[src/rtl/nbit_rr_mux.sv]
// nbit_rr_mux: M-channel n-bit registered mux with fixed-select or round-robin arbitration
// Ports:
//   clk, rst    rising-edge clock, synchronous active-high reset
//   D, V, G     flattened channel data, per-channel valid, per-channel grant (combinational)
//   mode, S     0 = fixed select by S, 1 = round-robin
//   Y, Yv, Ych  registered output word, valid and source channel index
//   Yr          consumer ready
module nbit_rr_mux #(
    parameter int n  = 8,
    parameter int M  = 4,
    parameter int SW = 2
) (
    input  logic            clk,
    input  logic            rst,
    input  logic [n*M-1:0]  D,
    input  logic [M-1:0]    V,
    output logic [M-1:0]    G,
    input  logic            mode,
    input  logic [SW-1:0]   S,
    output logic [n-1:0]    Y,
    output logic            Yv,
    output logic [SW-1:0]   Ych,
    input  logic            Yr
);
    logic          w_ld, w_win, w_vs, w_hi, w_lo;
    logic [SW-1:0] w_hidx, w_lidx, w_idx, r_ptr;
    logic [n-1:0]  w_d;
    // Cyclic search from ptr+1: the lowest valid channel above ptr wins, else the lowest valid overall.
    // Descending loops let the last (lowest) match overwrite earlier ones.
    always_comb begin
        w_ld   = !rst && (!Yv || Yr);
        w_vs   = 1'b0;
        w_hi   = 1'b0;
        w_lo   = 1'b0;
        w_hidx = '0;
        w_lidx = '0;
        for (int k = M - 1; k >= 0; k--) begin
            if (SW'(k) == S) w_vs = V[k];
            if (V[k] && SW'(k) > r_ptr) begin
                w_hi   = 1'b1;
                w_hidx = SW'(k);
            end
            if (V[k]) begin
                w_lo   = 1'b1;
                w_lidx = SW'(k);
            end
        end
        w_win = mode ? w_lo : w_vs;
        w_idx = mode ? (w_hi ? w_hidx : w_lidx) : S;
        w_d   = '0;
        G     = '0;
        for (int k = 0; k < M; k++) begin
            if (SW'(k) == w_idx) w_d = D[k*n +: n];
            G[k] = w_ld && w_win && (SW'(k) == w_idx);
        end
    end
    always_ff @(posedge clk) begin
        if (rst) begin
            Y     <= '0;
            Yv    <= 1'b0;
            Ych   <= '0;
            r_ptr <= SW'(M - 1);
        end else if (w_ld) begin
            Yv <= w_win;
            if (w_win) begin
                Y     <= w_d;
                Ych   <= w_idx;
                r_ptr <= w_idx;
            end
        end
    end
endmodule

[config.mk]
export PLATFORM = sky130hd
export DESIGN_NAME = nbit_rr_mux
export DESIGN_NICKNAME = d
export VERILOG_FILES = /design/src/rtl/nbit_rr_mux.sv
export SDC_FILE = /design/constraint.sdc
export NUM_CORES = 1
export LEC_CHECK = 0
export ABC_AREA = 1
export CAP_MARGIN = 20
export CORE_MARGIN = 1.5
export CORE_UTILIZATION = 41
export CTS_BUF_LIST = sky130_fd_sc_hd__clkbuf_8
export DETAILED_ROUTE_END_ITERATION = 10
export GPL_ROUTABILITY_DRIVEN = 0
export GPL_TIMING_DRIVEN = 0
export HOLD_SLACK_MARGIN = 0.02
export PLACE_DENSITY = 0.95
export SLEW_MARGIN = 5
export SYNTH_ARGS = -nofsm -noshare
export SYNTH_HDL_FRONTEND = slang
export SYNTH_SLANG_ARGS = --single-unit
export TNS_END_PERCENT = 20
[constraint.sdc]
create_clock -name clk -period 2.5 [get_ports clk]
set_input_delay 0.5 -clock clk [delete_from_list [all_inputs] [get_ports clk]]
set_output_delay 0.5 -clock clk [all_outputs]
set_load 0.05 [all_outputs]
==> impl_metrics.tcl, run 1 <==
set metrics [dict create \
    synthMuxAreaShare 0 \
    fmax_mhz 419 \
    synthesis.nets 202 \
    synth-adder-area-share 0 \
    yosys.area.top_type_share 0.275 \
    cpPeakStageDelay_ps 350 \
    top_layer "met4" \
    worstSetupPathType "primary input to output port" \
    initial_core_util 0.432 \
    fill_cells 154 \
    synth-simple-area-share 0.394 \
    viasPerCell 5.20 \
    hp-class "register to register" \
    synth_xor_area_frac 0 \
    vdd_ir_drop_max_mv 0.348 \
    num_antenna_cells 0 \
    cp_data_required_time_ps 2000 \
    layout_common_cells "clkdlybuf4s50_1 (46), nand2_1 (29), nor2_1 (24)" \
    maxCapViolCount 0 \
    cp_max_fo 8 \
    synth_top_family_by_area "simple AND/OR/NAND/NOR gates" \
    portBuffers 56 \
    placed_cells 244 \
    clock_sinks 13 \
    cts_tree "done" \
    slew_violations 0 \
    slowest_stage "dlygate4sd2_1" \
    rsz0062_at_grt "no" \
    comb_power_share 0.465 \
    netlist_area_sq_um 946 \
    crit_chain "dlygate4sd2_1 -> inv_1 -> nand2_1 -> nand2_1 -> nand2_1 -> nand2_2 -> nand2_4 -> nand2_8 -> inv_8 -> nand2_1 -> nor2_2 -> buf_6" \
    worstSkewPairLatency_ps 250 \
    detail_route.iter0.violations 41 \
    power_frac_seq 0.293 \
    place_hpwl_um 2120 \
    yosysWarnings 0 \
    core_area_sq_um 2190 \
    cts_max_level 1 \
    power_leakage_nw 0.818 \
    grt_remaining_overflow 0 \
    layout-drive-gt1-share 0.161 \
    finalHoldViolCount 0 \
    synth.ff_latch_count 13 \
    grt_pass1_vias 1106 \
    clockPowerShare 0.242 \
    critPathCaptureType "output port" \
    yosysUniqueCellTypes 22 \
    finalNonFillerCells 252 \
    synthTopCellsByArea "dfxtp_1 (28%), nand2_1 (13%), nor2_1 (10%), a21oi_1 (9.5%), inv_1 (8.3%)" \
    antenna_found_initial 0 \
    first_pass_iters 4 \
    outcome "complete, no violations" \
    period_share 0.954 \
    netlist_instances 160 \
    dieWidth_um 51.0 \
    ios 57 \
    routed-wl-met2_um 1700 \
    critPathTopFamily "simple AND/OR/NAND/NOR gates" \
    ant_nets 0 \
    yosys.area.top_type "dfxtp_1" \
    drt-met1-wl_um 1470 \
    post-route-min-period_ps 2390 \
    startpoint_type "primary input" \
    die_height_um 51.0 \
    fin_nets 267 \
    layout_commonest_cell "clkdlybuf4s50_1" \
    grt_max_degree 11 \
    critPathBufInv 4 \
    track_usage 0.257 \
    drc 0 \
    finish.utilization 0.785 \
    route.met3.wl_um 222 \
    path_clk_slew_ps 60 \
    final.setup_skew_ps 4.25 \
    vias 1311 \
    maxSlewHeadroom 0.661 \
    die_area_sq_um 2600 \
    switchingPower_w 0.000309 \
    p_int_w 0.000494 \
    cts.path.max_buffers 2 \
    grt_pass1_wl_um 5040 \
    worst_pin_slew_ps 507 \
    cts-root-buf "clkbuf_8" \
    wl_per_cell_um 13.7 \
    p_per_area_nw_per_um2 467 \
    area_growth_pct 81.7 \
    row_count 17 \
    critPathArrivalTime_ps 1890 \
    synth_seq_area_share 0.275 \
    worst_path_most_repeated_cell "nand2_1" \
    cts_inserted_buffers 3 \
    synth_compound_area_frac 0.197 \
    routed_wl_um 3450 \
    synth.avg_cell_area_sq_um 5.91 \
    setup_violations 0 \
    p_sw_frac 0.384 \
]
==> synthesized netlist by cell type <==
| cell type | instances |
|---|---|
| dfxtp_1 | 13 |
| nand2_1 | 32 |
| nor3_1 | 1 |
| clkbuf_1 | 1 |
| a21oi_2 | 1 |
| nor2_1 | 26 |
| buf_6 | 1 |
| o21ai_0 | 5 |
| or2_2 | 1 |
| inv_2 | 2 |
| nand3_1 | 12 |
| buf_4 | 2 |
| inv_1 | 21 |
| nand4_1 | 6 |
| buf_2 | 2 |
| nand2_4 | 3 |
| o31ai_1 | 1 |
| o21a_1 | 1 |
| nand2_2 | 2 |
| o21ai_1 | 8 |
| a21oi_1 | 18 |
| o211ai_1 | 1 |
==> area by class of cell <==
cell class | instances | area (sq um) | share of cell area
Buffer | 5 | 45.0 | 0.0262
Clock buffer | 3 | 41.3 | 0.0240
Clock inverter | 1 | 3.75 | 0.00218
Inverter | 23 | 98.8 | 0.0575
Multi-Input combinational cell | 118 | 621 | 0.361
Sequential cell | 13 | 260 | 0.151
Tap cell | 28 | 35.0 | 0.0204
Timing Repair Buffer | 61 | 614 | 0.357
==> flip-flops by register name, indices dropped and copies added, names as in the netlist <==
| register | cells |
|---|---|
| Y | 8 |
| Ych | 2 |
| r_ptr | 2 |
| Yv | 1 |
==> cells by family (layout without fill, tap and decap cells) <==
family / count (synthesis) / count (layout)
compound gates: 35 / 35
buf+inv: 29 / 93
flops: 13 / 13
simple gates: 83 / 83
==> power by group through the flow <==
stage	sequential [W]	clock (W)	combinational (W)
after floorplan	0.000287	0	0.000145
after global placement	0.000239	0	0.000319
after detailed placement	0.000239	0	0.000323
after CTS	0.000234	0.000192	0.000346
after global routing	0.000237	0.000207	0.000398
final	0.000235	0.000194	0.000373
==> layer usage <==
layer | track usage | vias up
li1 | - | 649
met2 | 0.424 | 62
met1 | 0.339 | 591
met4 | 0.0811 | 0
met5 | 0 | -
met3 | 0.0409 | 9
==> path summary, 6_finish.rpt <==
check,to,depth (start not counted),startpoint,slack (ps)
max,G[1],12,V[1],110
min,Y[2],2,Y[2],460
max reg2reg,Y[1],10,r_ptr[0],890
min reg2reg,Y[2],2,Y[2],460
==> per-stage QoR <==
stage	setup WS [ps]	hold WS, ps	setup TNS (ps)	instance area (sq um)	total power (W)
finish	114	465	0	1720	0.000803
global route	9.79	491	0	1720	0.000842
CTS	-0.472	463	-0.472	1650	0.000773
detailed placement	-818	456	-3150	1550	0.000561
global placement	-791	453	-3070	1550	0.000557
floorplan	183	482	0	951	0.000432
==> worst register-to-register path, stage by stage, from the launching register on <==
cell	delay (ps)
dfxtp_1	360
nor2_1	90
a21oi_4	180
nand2_2	90
nand2_4	120
inv_2	60
buf_4	170
nand3_1	100
nand2_1	60
o21ai_1	160
a21oi_1	100
==> what timing repair did <==
item                                    CTS  global route
hold buffers                              0             0
pin swaps                                 2             4
buffers inserted                          2             3
endpoints found under the setup margin    4             4
resized for setup                        44            16
No activity file was read; power rests on OpenSTA's default activity.
==> inputs of run 2 (changes only) <==
--- a/config.mk
+++ b/config.mk
@@ -7,8 +7,10 @@
 export LEC_CHECK = 0
 export ABC_AREA = 1
 export CAP_MARGIN = 20
+export CELL_PAD_IN_SITES_DETAIL_PLACEMENT = 1
+export CELL_PAD_IN_SITES_GLOBAL_PLACEMENT = 1
 export CORE_MARGIN = 1.5
-export CORE_UTILIZATION = 41
+export CORE_UTILIZATION = 26
 export CTS_BUF_LIST = sky130_fd_sc_hd__clkbuf_8
 export DETAILED_ROUTE_END_ITERATION = 10
 export GPL_ROUTABILITY_DRIVEN = 0
==> impl_metrics.tcl, run 2 (synthesized netlist as in run 1, its figures left out) <==
set metrics [dict create \
    r2r_cells 11 \
    startpoint_type "primary input" \
    viasPerCell 5.17 \
    worstSetupPathType "primary input to output port" \
    ant_nets 0 \
    area_growth_pct 90.7 \
    maxCapViolCount 0 \
    top_register "Y" \
    portBuffers 56 \
    wl_per_cell_um 18.2 \
    worst_pin_slew_ps 526 \
    cts_max_level 1 \
    setup_violations 0 \
    die_area_sq_um 4010 \
    clockPowerShare 0.229 \
    worstSkewPairLatency_ps 240 \
    ios 57 \
    post-route-min-period_ps 2480 \
    p_per_area_nw_per_um2 469 \
    core_area_sq_um 3420 \
    vdd_ir_drop_max_mv 0.168 \
    crit_start "rst" \
    grt_pass1_vias 1412 \
    hp-class "register to register" \
    antenna_found_initial 0 \
    maxSlewHeadroom 0.648 \
    outcome "complete, no violations" \
    layout.area.seq_sq_um 260 \
    cts_inserted_buffers 3 \
    p_sw_frac 0.397 \
    cts_tree "done" \
    fmax_mhz 403 \
    clock_sinks 13 \
    slowest_stage "clkdlybuf4s50_1" \
    holdPathEnd "Y[0]" \
    num_antenna_cells 0 \
    place_hpwl_um 2890 \
    final.setup_skew_ps 2.81 \
    critPathCaptureType "output port" \
    cts.path.max_buffers 2 \
    fin_hold_ws_ps 482 \
    biggestRegsByFlops "Y x8, Ych x2, r_ptr x2" \
    grt_remaining_overflow 0 \
    track_usage 0.226 \
    drc 0 \
    die_height_um 63.3 \
    routed_wl_um 5070 \
    row_count 21 \
    setup_tns_ps 0 \
    switchingPower_w 0.000336 \
    period_share 0.992 \
    grt_max_degree 11 \
    cts_hold_buf 0 \
    finalHoldViolCount 0 \
    cpPeakStageDelay_ps 500 \
    power_leakage_nw 0.869 \
    path_clk_slew_ps 60 \
    cp_data_required_time_ps 2000 \
    r2r-end "Y[1]" \
    rr_startpoint "r_ptr[1]" \
    p_int_w 0.000510 \
    crit_chain "clkdlybuf4s50_1 -> nor2_1 -> nand2_4 -> buf_8 -> nor3_4 -> buf_6" \
    cp_max_fo 7 \
    finish.utilization 0.528 \
    hp-start "Y[0]" \
    fill_cells 454 \
    power_frac_seq 0.281 \
    placed_cells 262 \
    dieWidth_um 63.3 \
    comb_power_share 0.490 \
    cts-root-buf "clkbuf_8" \
    slew_violations 0 \
    vias 1442 \
    layout_commonest_cell "clkdlybuf4s50_1" \
    detail_route.iter0.violations 70 \
    initial_core_util 0.277 \
    regToRegSetupSlack_ps 810 \
    fin_nets 276 \
    multi_input_area_sq_um 617 \
    first_pass_iters 4 \
    min_path_cells 2 \
    grt_pass1_wl_um 7070 \
    finalNonFillerCells 279 \
    layout_common_cells "clkdlybuf4s50_1 (45), nand2_1 (30), nor2_1 (24)" \
    largest_reg_flops 8 \
    layout-drive-gt1-share 0.185 \
    critPathArrivalTime_ps 1980 \
]
==> run 2: timing repair <==
| action | in CTS | in global routing |
|---|---|---|
| gates resized for setup | 47 | 11 |
| pin swaps | 5 | 4 |
| setup buffers | 8 | 6 |
| endpoints found under the setup margin | 4 | 4 |
==> run 2: power by group through the flow <==
stage	Combinational (W)	Sequential (W)	Clock (W)
6_report	0.000415	0.000238	0.000194
4_1_cts	0.000374	0.000236	0.000192
5_1_grt	0.000438	0.000238	0.000203
3_5_place_dp	0.000334	0.000240	0
3_3_place_gp	0.000326	0.000239	0
2_1_floorplan	0.000145	0.000287	0
==> run 2: area by class of cell <==
cell class              count  share of cell area
repair buffers             70               0.378
multi-input cells         118               0.342
flip-flops and latches     13               0.144
inverters                  23              0.0520
well taps                  46              0.0319
plain buffers               5              0.0270
clock buffers               3              0.0229
clock inverters             1             0.00208
==> run 2: worst max-delay path, delay by kind of cell <==
| kind | cells | cell delay (ps) |
|---|---|---|
| AND/OR/NAND/NOR | 3 | 610 |
| buffers and inverters | 3 | 860 |
==> run 2: per-stage QoR <==
stage | total power [W] | instance area (sq um) | setup WS (ps)
2_1_floorplan | 0.000432 | 951 | 183
3_3_place_gp | 0.000566 | 1570 | -860
3_5_place_dp | 0.000574 | 1570 | -867
4_1_cts | 0.000802 | 1730 | -5.24
5_1_grt | 0.000879 | 1800 | -18.8
6_report | 0.000846 | 1800 | 18.8
==> run 2: how the worst max path moves through the flow <==
stage / slack [ps] / end
after floorplan: 180 / G[1]
after CTS: -5 / G[0]
after global routing: -20 / G[0]
final: 20 / G[0]
after detailed placement: -870 / G[3]
after global placement: -860 / G[3]
==> run 2: layer usage <==
| metal | vias to the layer above | GRT usage | wire, um |
|---|---|---|---|
| li1 | 667 | - | - |
| met1 | 720 | 0.261 | 2100 |
| met2 | 49 | 0.427 | 2730 |
| met3 | 6 | 0.0304 | 186 |
| met4 | 0 | 0.0679 | 57 |
| met5 | - | 0 | 0 |
